`src/rtl/uart_rx_pkt_ctrl.sv`:
```
// UART receive framing controller: SYNC/ADDR/LEN/PAYLOAD/CHK frame parser
// with payload buffering, XOR checksum, inter-byte timeout and replay stream.
module uart_rx_pkt_ctrl #(
    parameter logic [7:0] SYNC_BYTE    = 8'hA5,
    parameter int         MAX_LEN      = 16,
    parameter int         TIMEOUT_CLKS = 130200
) (
    input  logic       i_clk,
    input  logic       i_rst,
    input  logic [7:0] i_byte,
    input  logic       i_byte_valid,
    output logic [7:0] o_data,
    output logic       o_data_valid,
    input  logic       i_data_ready,
    output logic       o_data_last,
    output logic       o_pkt_ok,
    output logic [7:0] o_pkt_addr,
    output logic [7:0] o_pkt_len,
    output logic       o_err_chk,
    output logic       o_err_len,
    output logic       o_err_timeout,
    output logic       o_err_overrun,
    output logic [7:0] o_err_cnt
);

    localparam int AW = (MAX_LEN > 1) ? $clog2(MAX_LEN) : 1;
    localparam int TW = $clog2(TIMEOUT_CLKS + 1);
    localparam logic [7:0]    MAX_LEN_B = 8'(MAX_LEN);
    localparam logic [TW-1:0] TMO_LAST  = TW'(TIMEOUT_CLKS - 1);

    typedef enum logic [2:0] {
        S_HUNT,
        S_ADDR,
        S_LEN,
        S_PAYLOAD,
        S_CHK,
        S_DRAIN
    } state_e;

    state_e          state_q, state_d;
    logic [7:0]      addr_q, addr_d;
    logic [7:0]      len_q, len_d;
    logic [7:0]      idx_q, idx_d;
    logic [7:0]      chk_q, chk_d;
    logic [TW-1:0]   tmo_q, tmo_d;
    logic [7:0]      data_q, data_d;
    logic            valid_q, valid_d;
    logic            last_q, last_d;
    logic            pkt_ok_q, pkt_ok_d;
    logic [7:0]      pkt_addr_q, pkt_addr_d;
    logic [7:0]      pkt_len_q, pkt_len_d;
    logic            err_chk_q, err_chk_d;
    logic            err_len_q, err_len_d;
    logic            err_tmo_q, err_tmo_d;
    logic            err_ovr_q, err_ovr_d;
    logic [7:0]      err_cnt_q, err_cnt_d;

    logic [7:0]      pbuf_q [MAX_LEN];
    logic            buf_we;
    logic [AW-1:0]   buf_wa;
    logic [AW-1:0]   rd_addr;
    logic [7:0]      rd_data;
    logic            in_frame;
    logic            any_err;

    // Read port: buf[0] when accepting the checksum, next beat while draining.
    always_comb begin
        rd_addr = '0;
        if (state_q == S_DRAIN) begin
            rd_addr = AW'(idx_q + 8'd1);
        end
        rd_data = pbuf_q[rd_addr];
    end

    // Next-state and output logic for the frame parser and replay stream.
    always_comb begin
        state_d    = state_q;
        addr_d     = addr_q;
        len_d      = len_q;
        idx_d      = idx_q;
        chk_d      = chk_q;
        tmo_d      = tmo_q;
        data_d     = data_q;
        valid_d    = valid_q;
        last_d     = last_q;
        pkt_ok_d   = 1'b0;
        pkt_addr_d = pkt_addr_q;
        pkt_len_d  = pkt_len_q;
        err_chk_d  = 1'b0;
        err_len_d  = 1'b0;
        err_tmo_d  = 1'b0;
        err_ovr_d  = 1'b0;
        buf_we     = 1'b0;
        buf_wa     = idx_q[AW-1:0];
        in_frame   = 1'b0;

        case (state_q)
            S_HUNT: begin
                if (i_byte_valid && i_byte == SYNC_BYTE) begin
                    state_d = S_ADDR;
                    chk_d   = '0;
                end
            end
            S_ADDR: begin
                in_frame = 1'b1;
                if (i_byte_valid) begin
                    addr_d  = i_byte;
                    chk_d   = i_byte;
                    state_d = S_LEN;
                end
            end
            S_LEN: begin
                in_frame = 1'b1;
                if (i_byte_valid) begin
                    len_d = i_byte;
                    chk_d = chk_q ^ i_byte;
                    idx_d = '0;
                    if (i_byte > MAX_LEN_B) begin
                        err_len_d = 1'b1;
                        state_d   = S_HUNT;
                    end else if (i_byte == 8'd0) begin
                        state_d = S_CHK;
                    end else begin
                        state_d = S_PAYLOAD;
                    end
                end
            end
            S_PAYLOAD: begin
                in_frame = 1'b1;
                if (i_byte_valid) begin
                    buf_we = 1'b1;
                    chk_d  = chk_q ^ i_byte;
                    idx_d  = idx_q + 8'd1;
                    if (idx_q == len_q - 8'd1) begin
                        state_d = S_CHK;
                    end
                end
            end
            S_CHK: begin
                in_frame = 1'b1;
                if (i_byte_valid) begin
                    if (i_byte == chk_q) begin
                        pkt_ok_d   = 1'b1;
                        pkt_addr_d = addr_q;
                        pkt_len_d  = len_q;
                        if (len_q != 8'd0) begin
                            state_d = S_DRAIN;
                            valid_d = 1'b1;
                            data_d  = rd_data;
                            last_d  = (len_q == 8'd1);
                            idx_d   = '0;
                        end else begin
                            state_d = S_HUNT;
                        end
                    end else begin
                        err_chk_d = 1'b1;
                        state_d   = S_HUNT;
                    end
                end
            end
            S_DRAIN: begin
                if (i_byte_valid) begin
                    err_ovr_d = 1'b1;
                end
                if (valid_q && i_data_ready) begin
                    if (last_q) begin
                        valid_d = 1'b0;
                        last_d  = 1'b0;
                        state_d = S_HUNT;
                    end else begin
                        idx_d  = idx_q + 8'd1;
                        data_d = rd_data;
                        last_d = ((idx_q + 8'd1) == (len_q - 8'd1));
                    end
                end
            end
            default: begin
                state_d = S_HUNT;
            end
        endcase

        if (in_frame) begin
            if (i_byte_valid) begin
                tmo_d = '0;
            end else if (tmo_q == TMO_LAST) begin
                tmo_d     = '0;
                err_tmo_d = 1'b1;
                state_d   = S_HUNT;
            end else begin
                tmo_d = tmo_q + TW'(1);
            end
        end else begin
            tmo_d = '0;
        end

        any_err   = err_chk_d | err_len_d | err_tmo_d | err_ovr_d;
        err_cnt_d = err_cnt_q;
        if (any_err && err_cnt_q != 8'hFF) begin
            err_cnt_d = err_cnt_q + 8'd1;
        end
    end

    // State and output registers with synchronous reset.
    always_ff @(posedge i_clk) begin
        if (i_rst) begin
            state_q    <= S_HUNT;
            addr_q     <= '0;
            len_q      <= '0;
            idx_q      <= '0;
            chk_q      <= '0;
            tmo_q      <= '0;
            data_q     <= '0;
            valid_q    <= 1'b0;
            last_q     <= 1'b0;
            pkt_ok_q   <= 1'b0;
            pkt_addr_q <= '0;
            pkt_len_q  <= '0;
            err_chk_q  <= 1'b0;
            err_len_q  <= 1'b0;
            err_tmo_q  <= 1'b0;
            err_ovr_q  <= 1'b0;
            err_cnt_q  <= '0;
        end else begin
            state_q    <= state_d;
            addr_q     <= addr_d;
            len_q      <= len_d;
            idx_q      <= idx_d;
            chk_q      <= chk_d;
            tmo_q      <= tmo_d;
            data_q     <= data_d;
            valid_q    <= valid_d;
            last_q     <= last_d;
            pkt_ok_q   <= pkt_ok_d;
            pkt_addr_q <= pkt_addr_d;
            pkt_len_q  <= pkt_len_d;
            err_chk_q  <= err_chk_d;
            err_len_q  <= err_len_d;
            err_tmo_q  <= err_tmo_d;
            err_ovr_q  <= err_ovr_d;
            err_cnt_q  <= err_cnt_d;
        end
    end

    // Payload buffer write port; contents deliberately survive reset.
    always_ff @(posedge i_clk) begin
        if (buf_we) begin
            pbuf_q[buf_wa] <= i_byte;
        end
    end

    assign o_data        = data_q;
    assign o_data_valid  = valid_q;
    assign o_data_last   = last_q;
    assign o_pkt_ok      = pkt_ok_q;
    assign o_pkt_addr    = pkt_addr_q;
    assign o_pkt_len     = pkt_len_q;
    assign o_err_chk     = err_chk_q;
    assign o_err_len     = err_len_q;
    assign o_err_timeout = err_tmo_q;
    assign o_err_overrun = err_ovr_q;
    assign o_err_cnt     = err_cnt_q;

endmodule
```
`config.mk`:
```
export PLATFORM = sky130hd
export DESIGN_NAME = uart_rx_pkt_ctrl
export DESIGN_NICKNAME = d
export VERILOG_FILES = /design/src/rtl/uart_rx_pkt_ctrl.sv
export SDC_FILE = /design/constraint.sdc
export NUM_CORES = 1
export LEC_CHECK = 0
export BUFFER_PORTS_ARGS = -buffer_cell sky130_fd_sc_hd__buf_2
export CAP_MARGIN = 20
export CORE_ASPECT_RATIO = 0.5
export CORE_UTILIZATION = 55
export DETAILED_ROUTE_END_ITERATION = 10
export PLACE_DENSITY_LB_ADDON = 0.12
export SYNTH_ARGS = -nofsm -noshare
export SYNTH_HDL_FRONTEND = slang
export SYNTH_SLANG_ARGS = --single-unit
```
`constraint.sdc`:
```
create_clock -name i_clk -period 2.3 [get_ports i_clk]
set_clock_uncertainty 0.05 [all_clocks]
set_input_delay 0.345 -clock i_clk [delete_from_list [all_inputs] [get_ports i_clk]]
set_output_delay 0.345 -clock i_clk [all_outputs]
set_load 0.01 [all_outputs]
```
==> metrics.csv <==
metric,value,unit
min_path_type,in2reg,
ios,51,
yosysUniqueCellTypes,76,
initial_core_util,56.2,%
drc,0,
outcome,"finished, final reports clean",
place_hpwl,16300,um
drv_cap,0,
largest_reg_flops,128,
ys_seq_area_share,57.9,%
first_iter_violations,555,
vias,7108,
final_cell_count_no_fill,1219,
ant_nets,0,
crit_start,idx_q[1],
slew_violations,0,
min_period_over_period,94.9,%
p_leak,0.00418,uW
regArea,0.00567,mm^2
placed_cells,1182,
cpPeakStageDelay,0.41,ns
worstSetupPathType,reg2reg,
ys_warn_count,0,
grt_first_pass_wirelength,36500,um
fmax,458,MHz
fillCellCount,1314,
critPathCaptureType,flop,
syn_area,0.00978,mm^2
cts_tree,built,
synth_ff_type,edfxtp_1,
largest-register,pbuf_q,
clock-sinks,219,
cts_buffers,20,
cts_root_buf,clkbuf_16,
grt_max_degree,50,
syn2layout_area_growth,17.4,%
cp-start-kind,flop,
setup_tns,0,ns
routedWlPerCell,19.1,um
critPathSlowestCell,or3_1,
required,2.68,ns
via_per_inst,5.83,
worstPathArrival,2.57,ns
final-hold-violation-count,0,
hp-start,i_byte[3],
synth_nets,890,
grt_overflow,0,
drive_gt1_share,21.4,%
reg2reg_from,idx_q[1],
drt-total-wl,23300,um
port_buffers,50,
critical_path.cell_chain,ha_2 > and3_1 > nand3_1 > or3_1 > a2111oi_2 > a31oi_1 > a21oi_1,
largestRegisters,"pbuf_q x128, tmo_q x17",
n_antenna_cell,0,
clock_latency,0.50,ns
antenna_found_initial,0,
syn_avg_cell_area,11.3,um^2
row_count,34,
synth_edf_count,128,
crit_fanout,4,
fp.dieArea,0.0184,mm^2
syn_inst,867,
gp_congestion,0.888,
rsz0062_at_grt,yes,
grt_use_total,26.0,%
h-tree-depth,1,
setup_violations,0,
nNetsFinal,994,
irDropWorstVdd,0.513,mV
synthArstFlopShare,0,%
period_minus_slack,2.18,ns
power_density,672,mW/mm^2
clockBufferDepth,3,
die_height,96.3,um
slew_headroom,61.6,%
multiInputGateArea,0.00387,mm^2
die_w,191,um
drt-pass1-iter-count,5,
tightestPinTransition,0.576,ns
synth_seq_cells,219,
core_area,0.0174,mm^2
grt_pass1_vias,6748,
cts.clk_slew.worst_paths,0.07,ns
-- kinds of logic after synthesis --
group | synth area share, %
AO/OA/AOI/OAI | 12.1
AND/OR/NAND/NOR | 15.3
multiplexers | 5.92
XOR/XNOR | 4.17
adder cells (fa/ha/maj) | 1.41
flip-flops | 57.9
buffers and inverters | 3.17
-- final timing paths --
path	endpoint	depth (start not counted)	slack, ns
max	o_data_last	7	0.12
min	addr_q[3]	3	0.14
max reg2reg	o_data_last	7	0.12
min reg2reg	tmo_q[0]	1	0.40
-- synthesized netlist by cell type, types with 15 or more instances --
cell type	n	share of area [%]
xnor2_1	29	2.6
nor2b_1	20	1.3
xor2_1	15	1.3
o211ai_1	16	1.2
o21ai_0	29	1.5
a21oi_1	50	2.6
nor2_1	86	3.3
edfxtp_1	128	39
mux2i_1	32	3.3
nand3_1	33	1.7
clkbuf_1	33	1.3
dfxtp_1	91	19
nand2_1	91	3.5
o221ai_1	19	1.7
-- routing by layer --
layer  share of wire, %  vias up  wire (um)  GRT usage [%]
met5                  0        -          0              0
met4                1.7        0        385           5.47
met3                6.1       32       1430           4.78
met2                 45      195      10400           41.4
met1                 47     3460      11000           37.3
li1                   -     3421          -              -
-- layout by cell type, fill, tap and decap left out, types with 4 or more instances in the layout --
master / count
buf_2: 50
and2_1: 4
nor3_1: 10
clkinv_2: 5
a311oi_1: 10
and3_1: 10
o221ai_1: 19
xnor2_1: 29
or3_1: 5
nand2b_1: 7
ha_1: 8
nor2_1: 86
a21oi_1: 50
a31oi_1: 5
dfxtp_1: 91
inv_1: 13
clkbuf_16: 20
o211ai_1: 16
edfxtp_1: 128
mux4_2: 9
a32oi_1: 8
clkinvlp_4: 5
mux2_2: 4
nand2_1: 90
mux2i_1: 32
o21ai_0: 29
nor2b_1: 20
nand3b_1: 4
xor2_1: 15
nand3_1: 33
buf_4: 87
nand4_1: 8
-- cell type report --
type	instances	area share (%)
inverters	13	0.425
clock inverters	15	1.50
flip-flops and latches	219	49.3
clock buffers	21	4.48
well taps	234	2.55
repair buffers	138	8.04
multi-input cells	579	33.7
-- power by group --
part	switching, uW	total [uW]	internal (uW)	leakage (uW)
clock network	1460	3440	1980	0.000325
logic	108	152	43.5	0.00197
registers	0.133	4140	4140	0.00188
total	1570	7730	6160	0.00418
-- critical path: cells and delay by family, from the launching register on --
family,cells,cell delay (ns)
compound gates,3,0.66
simple gates,3,0.78
flops,1,0.38
fa+ha+maj,1,0.24
-- stage by stage --
stage / total power, uW / worst slack (ns) / cell area, um^2 / hold slack, ns / utilization [%]
2_1_floorplan: 4280 / 0.0242 / 9790 / 0.368 / -
3_3_place_gp: 4370 / 0.00833 / 10700 / 0.379 / 61.7
3_5_place_dp: 4370 / -0.0261 / 10700 / 0.392 / 61.7
4_1_cts: 7790 / 0.0126 / 11400 / 0.127 / 65.6
5_1_grt: 7930 / -0.0305 / 11500 / 0.134 / 66.0
6_report: 7730 / 0.117 / 11500 / 0.136 / 66.0
-- what timing repair did --
item	in CTS	in global routing
setup buffers	0	1
hold buffers	0	0
cloned	0	0
pin swaps	0	1
setup endpoints to repair	1	20
gates resized for setup	1	13
No activity file was read; power rests on OpenSTA's default activity.
